$ cat src/rtl/atmega_exint_pkg.sv
// Shared definitions for the ATmega-style external interrupt controller.
package atmega_exint_pkg;

    localparam logic [1:0] ISC_LOW  = 2'b00;
    localparam logic [1:0] ISC_ANY  = 2'b01;
    localparam logic [1:0] ISC_FALL = 2'b10;
    localparam logic [1:0] ISC_RISE = 2'b11;

    localparam int unsigned DEF_EICRA_ADDR = 'h69;
    localparam int unsigned DEF_EICRB_ADDR = 'h6A;
    localparam int unsigned DEF_EIMSK_ADDR = 'h3D;
    localparam int unsigned DEF_EIFR_ADDR  = 'h3C;

    // Expand a 4-pin implemented mask into the matching 2-bit-per-pin sense-control mask.
    function automatic logic [7:0] isc_mask(input logic [3:0] pins);
        logic [7:0] m;
        m = 8'h00;
        for (int i = 0; i < 4; i++) begin
            m[2*i +: 2] = {2{pins[i]}};
        end
        return m;
    endfunction

endpackage

$ cat src/rtl/atmega_exint_sync.sv
// One-pin pad synchroniser with a previous-sample register and edge outputs.
module atmega_exint_sync #(
    parameter int unsigned SYNC_STAGES = 2
) (
    input  logic clk_i,
    input  logic rst_i,
    input  logic pad,
    output logic sync,
    output logic rise_c,
    output logic fall_c,
    output logic change_c
);

    logic [SYNC_STAGES-1:0] chain;
    logic                   prev;

    always_ff @(posedge clk_i) begin
        if (rst_i) begin
            chain <= '0;
            prev  <= 1'b0;
        end else begin
            chain <= {chain[SYNC_STAGES-2:0], pad};
            prev  <= chain[SYNC_STAGES-1];
        end
    end

    assign sync     = chain[SYNC_STAGES-1];
    assign rise_c   = sync & ~prev;
    assign fall_c   = ~sync & prev;
    assign change_c = sync ^ prev;

endmodule

$ cat src/rtl/atmega_exint.sv
// External interrupt controller: per-pin sense control, W1C flags and masked requests.
module atmega_exint
    import atmega_exint_pkg::*;
#(
    parameter int unsigned BUS_ADDR_DATA_LEN = 8,
    parameter int unsigned PORT_WIDTH        = 8,
    parameter int unsigned SYNC_STAGES       = 2,
    parameter int unsigned EICRA_ADDR        = DEF_EICRA_ADDR,
    parameter int unsigned EICRB_ADDR        = DEF_EICRB_ADDR,
    parameter int unsigned EIMSK_ADDR        = DEF_EIMSK_ADDR,
    parameter int unsigned EIFR_ADDR         = DEF_EIFR_ADDR,
    parameter logic [7:0]  PINMASK           = 8'hFF
) (
    input  logic                         clk_i,
    input  logic                         rst_i,
    input  logic [BUS_ADDR_DATA_LEN-1:0] addr_i,
    input  logic                         wr_i,
    input  logic                         rd_i,
    input  logic [7:0]                   bus_i,
    output logic [7:0]                   bus_o,
    input  logic [PORT_WIDTH-1:0]        pins_i,
    output logic [PORT_WIDTH-1:0]        int_o,
    input  logic [PORT_WIDTH-1:0]        int_ack_i
);

    localparam int unsigned CNT_W = $clog2(SYNC_STAGES + 1);
    localparam logic [7:0]  IMPL  = PINMASK & 8'((1 << PORT_WIDTH) - 1);
    localparam logic [7:0]  EICRA_WMASK = isc_mask(IMPL[3:0]);
    localparam logic [7:0]  EICRB_WMASK = isc_mask(IMPL[7:4]);

    localparam logic [BUS_ADDR_DATA_LEN-1:0] A_EICRA = BUS_ADDR_DATA_LEN'(EICRA_ADDR);
    localparam logic [BUS_ADDR_DATA_LEN-1:0] A_EICRB = BUS_ADDR_DATA_LEN'(EICRB_ADDR);
    localparam logic [BUS_ADDR_DATA_LEN-1:0] A_EIMSK = BUS_ADDR_DATA_LEN'(EIMSK_ADDR);
    localparam logic [BUS_ADDR_DATA_LEN-1:0] A_EIFR  = BUS_ADDR_DATA_LEN'(EIFR_ADDR);

    logic [7:0]            eicra, eicrb, eimsk, eifr;
    logic [7:0]            eifr_clr, eifr_nxt;
    logic [CNT_W-1:0]      settle_cnt;
    logic                  armed;
    logic                  edge_armed;
    logic [PORT_WIDTH-1:0] sync_w, evt_w, low_w;

    assign armed = (settle_cnt == CNT_W'(SYNC_STAGES));

    // prev only holds a real sample one cycle after s does, so edges arm one cycle later.
    always_ff @(posedge clk_i) begin
        if (rst_i) begin
            settle_cnt <= '0;
            edge_armed <= 1'b0;
            eicra      <= 8'h00;
            eicrb      <= 8'h00;
            eimsk      <= 8'h00;
            eifr       <= 8'h00;
        end else begin
            if (!armed) settle_cnt <= settle_cnt + CNT_W'(1);
            edge_armed <= armed;
            if (wr_i && addr_i == A_EICRA) eicra <= bus_i & EICRA_WMASK;
            if (wr_i && addr_i == A_EICRB) eicrb <= bus_i & EICRB_WMASK;
            if (wr_i && addr_i == A_EIMSK) eimsk <= bus_i & IMPL;
            eifr <= eifr_nxt;
        end
    end

    // Set wins over a same-cycle clear so no event is lost.
    always_comb begin
        eifr_clr = ((wr_i && addr_i == A_EIFR) ? bus_i : 8'h00) | 8'(int_ack_i);
        eifr_nxt = ((eifr & ~eifr_clr) | 8'(evt_w)) & IMPL;
    end

    for (genvar n = 0; n < PORT_WIDTH; n++) begin : g_pin
        logic [1:0] isc;
        logic       rise, fall, change;

        if (n < 4) begin : g_lo
            assign isc = eicra[2*n +: 2];
        end else begin : g_hi
            assign isc = eicrb[2*(n-4) +: 2];
        end

        atmega_exint_sync #(
            .SYNC_STAGES(SYNC_STAGES)
        ) u_sync (
            .clk_i    (clk_i),
            .rst_i    (rst_i),
            .pad      (pins_i[n]),
            .sync     (sync_w[n]),
            .rise_c   (rise),
            .fall_c   (fall),
            .change_c (change)
        );

        assign evt_w[n] = IMPL[n] & edge_armed &
                          (((isc == ISC_ANY)  & change) |
                           ((isc == ISC_FALL) & fall)   |
                           ((isc == ISC_RISE) & rise));
        assign low_w[n] = armed & ~sync_w[n];
        assign int_o[n] = IMPL[n] & eimsk[n] & ((isc == ISC_LOW) ? low_w[n] : eifr[n]);
    end

    always_comb begin
        bus_o = 8'h00;
        if (rd_i && !rst_i) begin
            if (addr_i == A_EICRA)      bus_o = eicra;
            else if (addr_i == A_EICRB) bus_o = eicrb;
            else if (addr_i == A_EIMSK) bus_o = eimsk;
            else if (addr_i == A_EIFR)  bus_o = eifr;
        end
    end

endmodule

$ cat config.mk
export PLATFORM = sky130hd
export DESIGN_NAME = atmega_exint
export DESIGN_NICKNAME = d
export VERILOG_FILES = /design/src/rtl/atmega_exint_pkg.sv /design/src/rtl/atmega_exint_sync.sv /design/src/rtl/atmega_exint.sv
export SDC_FILE = /design/constraint.sdc
export NUM_CORES = 1
export LEC_CHECK = 0
export ABC_AREA = 1
export BUFFER_PORTS_ARGS = -buffer_cell sky130_fd_sc_hd__buf_4
export CORE_MARGIN = 5
export CORE_UTILIZATION = 48
export CTS_BUF_LIST = sky130_fd_sc_hd__clkbuf_8
export CTS_CLUSTER_SIZE = 24
export DETAILED_ROUTE_END_ITERATION = 8
export GPL_TIMING_DRIVEN = 0
export PLACE_DENSITY_LB_ADDON = 0.1
export SETUP_SLACK_MARGIN = 0.3
export SLEW_MARGIN = 0
export SYNTH_ARGS = -nofsm -noshare
export SYNTH_HDL_FRONTEND = slang
export SYNTH_SLANG_ARGS = --single-unit
$ cat constraint.sdc
create_clock -name clk_i -period 1.2 [get_ports clk_i]
set_clock_uncertainty 0.2 [all_clocks]
set_input_delay 0.12 -clock clk_i [delete_from_list [all_inputs] [get_ports clk_i]]
set_output_delay 0.12 -clock clk_i [all_outputs]
set_load 0.01 [all_outputs]
; Yosys cells after proc, flatten, opt, wreduce, memory -nomap -nowiden
; Cells that the tools add are included.
[classes]
n_eq_ne = 29
reduce_logical = 14
n_bitwise = 108
n_addsub = 1
muxes = 14
[op_table]
columns = cell, n
row1 = $and A1 B1 Y1, 64
row2 = $mux W8, 6
row3 = $eq A2 B2 Y1 const B, 17
row4 = $eq A2 B1 Y1 const B, 8
row5 = $eq A8 B6 Y1 const B, 2
row6 = $eq A8 B7 Y1 const B, 2
row7 = $logic_not A2 Y1, 8
row8 = $not A1 Y1, 16
row9 = $or A1 B1 Y1, 16
row10 = $or A8 B8 Y8, 2
row11 = $and A8 B8 Y8, 1
row12 = $mux W1, 8
row13 = $not A8 Y8, 1
row14 = $xor A1 B1 Y1, 8
row15 = $logic_and A1 B1 Y1, 5
row16 = $add A2 B1 Y2 const B, 1
row17 = $logic_not A1 Y1, 1
[totals]
ff_bits = 59
out_inout_bits = 16
elab_cells = 188
in_bits = 36

; Depth between registers and ports, before layout
[logic_depth]
word_depth = 7
mapped_depth = 9
mapped_depth_nobuf = 8

; Modules after synthesis
; From an unflattened synthesis, not the netlist that was laid out.
[hier_totals]
cells_unflattened = 434
area_unflattened_um2 = 3154.3
[by_module_without_submodules]
columns = mod, n_inst, area_each_um2, seq_area_each_um2, cells_each
row1 = atmega_exint, 1, 2213.4, 700.7, 330
row2 = atmega_exint_sync, 8, 117.6, 60.1, 13

; Worst setup path before layout
; OpenSTA, ideal clock, no wires.
[synth_path]
path_type = register to output
startpoint = register settle_cnt[0]
endpoint = output port int_o[6]
stages_incl_launch_ff = 7
slack_ns = -0.162
t_arrival_ns = 1.042
t_required_ns = 0.880
n_path_buf = 1
path_cell_list = dfxtp_1 > inv_1 > ha_1 > buf_2 > inv_1 > o21ai_0 > o211a_1
[synth_via]
elab_chain_len = 4
[synth_lines]
columns = element, line
row1 = start: declaration, atmega_exint.sv:38  ; logic [CNT_W-1:0] settle_cnt;
row2 = start signal: assignment, atmega_exint.sv:55  ; if (!armed) settle_cnt <= settle_cnt + CNT_W'(1);
row3 = $eq A2 B2 Y1, atmega_exint.sv:43  ; assign armed = (settle_cnt == CNT_W'(SYNC_STAGES));
row4 = net armed, atmega_exint.sv:39  ; logic armed;
row5 = $and A1 B1 Y1, atmega_exint.sv:96  ; assign low_w[n] = armed & ~sync_w[n];
row6 = $mux W1, atmega_exint.sv:97  ; assign int_o[n] = IMPL[n] & eimsk[n] & ((isc == ISC_LOW) ? low_w[n] : eifr[n]);
row7 = $and A1 B1 Y1, atmega_exint.sv:97
row8 = end: declaration, atmega_exint.sv:22  ; output logic [PORT_WIDTH-1:0] int_o,
; The timed path passes the listed nets, and every way through them passes these cells.

; Worst setup path after layout
; Ends and elaborated chain as after synthesis.

==> implementation parameters <==
Parameter                              Value

Run status
  Outcome    finished with violations
  Violations in the final reports    hold timing, setup timing

Synthesis
  Cells taking the most area after synthesis    sky130_fd_sc_hd__dfxtp_1, sky130_fd_sc_hd__nand2_1, sky130_fd_sc_hd__inv_1
  Area share of the leading cell type in the synthesized netlist    0.387
  Post-synthesis cell type with the largest combined area    sky130_fd_sc_hd__dfxtp_1
  Net count of the mapped netlist    492
  Register bit total from synthesis    59
  Count of distinct cell types in the synthesized netlist    26
  Yosys synthesis warning count    0
  Netlist area before placement    0.00305 mm2
  Syn Inst Count    439
  Mean post-synth cell area    6.96 um2
  Sequential cell area fraction in the yosys report    0.387

CTS
  Clock tree from TritonCTS    built
  Count of hold-fix buffers inserted at cts    8
  Max Root-Sink Buffers    2
  Clock root buffer    sky130_fd_sc_hd__clkbuf_8
  Clock latency of the later-clocked register in the worst-skew pair    350 ps
  CTS clock-pin slew for the worst setup and hold paths    60 ps
  CTS H-tree lvls    3
  Total CTS buffers    9
  Number of sinks on the clock net    59

Floorplanning
  Die ar.    0.00806 mm2
  Die Span Y    89.8 um
  Effective utilization at floorplan    0.487
  Chip width    89.8 um
  Ports placed on the boundary    52
  Number of standard-cell rows in the floorplan    29
  Core Box Area    0.00628 mm2

Timing
  Measured slew at the worst slew-check pin    853 ps
  Shortest clock period the worst path allows after layout    1720 ps
  Timing-limited maximum frequency    580 MHz
  Final-layout worst hold slack    -177 ps
  Number of failing setup endpoints in the final timing report    25
  Number of failing hold endpoints at the final stage    34
  Slew headroom    0.431
  Final critical-path share of the clock period    1.44
  RSZ-0062 raised after global routing    yes
  Sum Neg Setup Slack    -6840 ps
  Final setup slack of the worst path    -524 ps
  Max-slew violation count    0

Placed design
  Number of port buffers    50
  Half-perimeter wire length after placement    6.08 mm
  Final weighted congestion in routability-driven placement    0.860
  Placed cell count    566

GRT
  First-pass GRT wire length    16.5 mm
  Maximum number of pins on one net before global-route repair    13
  Number of global-route vias before repair    3424
  Overall overflow remaining after global route    0
  Antenna violations before repair    0
  Overall track demand over capacity in global routing    0.252

Routing
  Remaining number of nets flagged by the antenna check after routing    0
  Number of iterations in the first detailed-routing pass    7
  Vias    3480
  Number of DRC violations after detailed-routing iteration 0    272
  Routed vias/inst    5.54
  Sum of routed wire length over all layers    10.8 mm
  Post-detailed-route DRC marker count    0
  Post-DR wirelength/cell    17.2 um

Critical path
  Worst R2R End    settle_cnt[0]
  Category of the worst setup path capture point    output pin
  Worst reg2reg setup slack    -310 ps
  Critical path arrival    1400 ps
  Startpoint of the worst-slack reg-to-reg timing path    settle_cnt[0]
  Capturing element of the worst setup path    int_o[6]
  Peak fanout along the critical path    4
  Sort of element at the start of the critical path    flip-flop
  Worst reg-to-reg path cell count    8
  Required time at the worst-slack endpoint    880 ps
  Critical path start-end classification    flip-flop to output pin
  Crit path launch    settle_cnt[0]

Final layout
  Ratio of cells with drive above 1 in the final layout    0.552
  # diodes    0
  Net count reported at finish    600
  Area growth, synth to finish    66.0%
  Number of filler cells placed in the layout    392
  Cell Count, Final, Fillers Out    628

Power and ir drop
  Power density relative to cell area    978 mW/mm2
  Maximum VDD drop    0.986 mV
  Leakage power figure    2.10 nW

Worst hold path
  Path class of the lowest-slack min-delay path    primary input to flip-flop

Flow run
  Max_cap viols    0
[report_power, final]
| part | internal [mW] | switching, mW |
|---|---|---|
| registers | 2.02 | 0.0482 |
| clock network | 1.04 | 0.797 |
| logic | 0.528 | 0.523 |
| total | 3.59 | 1.37 |
[worst max-delay path, cell delays in order (launching register included)]
cell and delay [ps]:
sky130_fd_sc_hd__dfxtp_2 310, sky130_fd_sc_hd__inv_2 60, sky130_fd_sc_hd__ha_4 150, sky130_fd_sc_hd__buf_12 120, sky130_fd_sc_hd__inv_4 40, sky130_fd_sc_hd__o21ai_2 100
sky130_fd_sc_hd__o211a_1 170, sky130_fd_sc_hd__buf_6 100
[state kept, by name, summed over array words and instances, names as in the netlist]
| register | count |
|---|---|
| eifr | 8 |
| eicrb | 8 |
| eicra | 8 |
| g_pin.u_sync.chain | 16 |
| eimsk | 8 |
| g_pin.u_sync.prev | 8 |
| edge_armed | 1 |
| settle_cnt | 2 |
[how the worst min path moves through the flow]
stage / from / to / slack, ps / depth (start not counted)
2_1_floorplan: pins_i[0] / g_pin[0].u_sync.chain[0] / 30 / 2
3_3_place_gp: pins_i[7] / g_pin[7].u_sync.chain[0] / 120 / 3
3_5_place_dp: pins_i[7] / g_pin[7].u_sync.chain[0] / 130 / 3
4_1_cts: int_ack_i[6] / eifr[6] / -170 / 4
5_1_grt: int_ack_i[1] / eifr[1] / -160 / 4
6_report: int_ack_i[6] / eifr[6] / -180 / 4
[layout by cell type, fill, tap and decap left out, types with 11 or more instances in the layout]
master,Yosys,routed
sky130_fd_sc_hd__nor2_2,0,12
sky130_fd_sc_hd__a21oi_1,47,15
sky130_fd_sc_hd__inv_1,65,40
sky130_fd_sc_hd__dfxtp_1,59,27
sky130_fd_sc_hd__clkbuf_8,0,11
sky130_fd_sc_hd__buf_6,3,14
sky130_fd_sc_hd__inv_2,3,20
sky130_fd_sc_hd__o21ai_2,0,16
sky130_fd_sc_hd__nand2_1,99,73
sky130_fd_sc_hd__buf_4,0,65
sky130_fd_sc_hd__nor2_1,63,48
sky130_fd_sc_hd__dfxtp_2,0,25
sky130_fd_sc_hd__nand2_4,1,22
sky130_fd_sc_hd__a21oi_2,0,32
[area by class of cell]
class | instances | area (um2) | area share
plain buffers | 12 | 108 | 0.0212
clock buffers | 11 | 151 | 0.0299
clock inverters | 4 | 42.5 | 0.00839
inverters | 70 | 338 | 0.0666
multi-input cells | 300 | 2200 | 0.434
flip-flops and latches | 59 | 1240 | 0.244
well taps | 77 | 96.3 | 0.0190
repair buffers | 95 | 897 | 0.177
[cells by family after synthesis]
logic type | after synthesis | share of synthesized area
and+or+nand+nor | 199 | 0.288
AOI/OAI and AO/OA | 82 | 0.145
buffers and inverters | 82 | 0.111
DFF | 59 | 0.387
adders and majority gates | 17 | 0.0696
[metal layers]
metal,part of all wire,up-vias,wire length [um],global-route usage
met4,0.033,0,361,0.103
met2,0.48,187,5180,0.413
met1,0.39,1641,4210,0.315
li1,-,1614,-,-
met3,0.096,38,1030,0.0593
met5,0,-,0,0
[synth_stat cells (all sizes together)]
cell	count
a21oi	47
nand2	106
o21bai	1
buf	9
nand3	22
o211a	1
ha	17
nor2	68
o21ai	25
clkinv	2
nand3b	2
inv	68
o211ai	3
dfxtp	59
nand4	1
clkbuf	3
o2111ai	2
o221ai	3
[metrics by stage]
step / hold WS (ps) / util / instance area [um2] / setup slack [ps] / power [mW]
6_report: -177 / 0.808 / 5070 / -524 / 4.96
4_1_cts: -170 / 0.766 / 4810 / -531 / 4.83
2_1_floorplan: 27.0 / - / 3270 / -43.7 / 2.43
3_3_place_gp: 117 / 0.597 / 3740 / -465 / 2.66
5_1_grt: -159 / 0.808 / 5070 / -577 / 5.11
3_5_place_dp: 128 / 0.597 / 3740 / -462 / 2.68
[what timing repair did]
item	CTS	global route
setup endpoints to repair	51	54
pin swaps	72	28
gates resized for setup	147	56
setup buffers	29	7
hold endpoints to repair	42	34
cloned	3	0
Note: power is estimated with default switching activity, not from simulation.
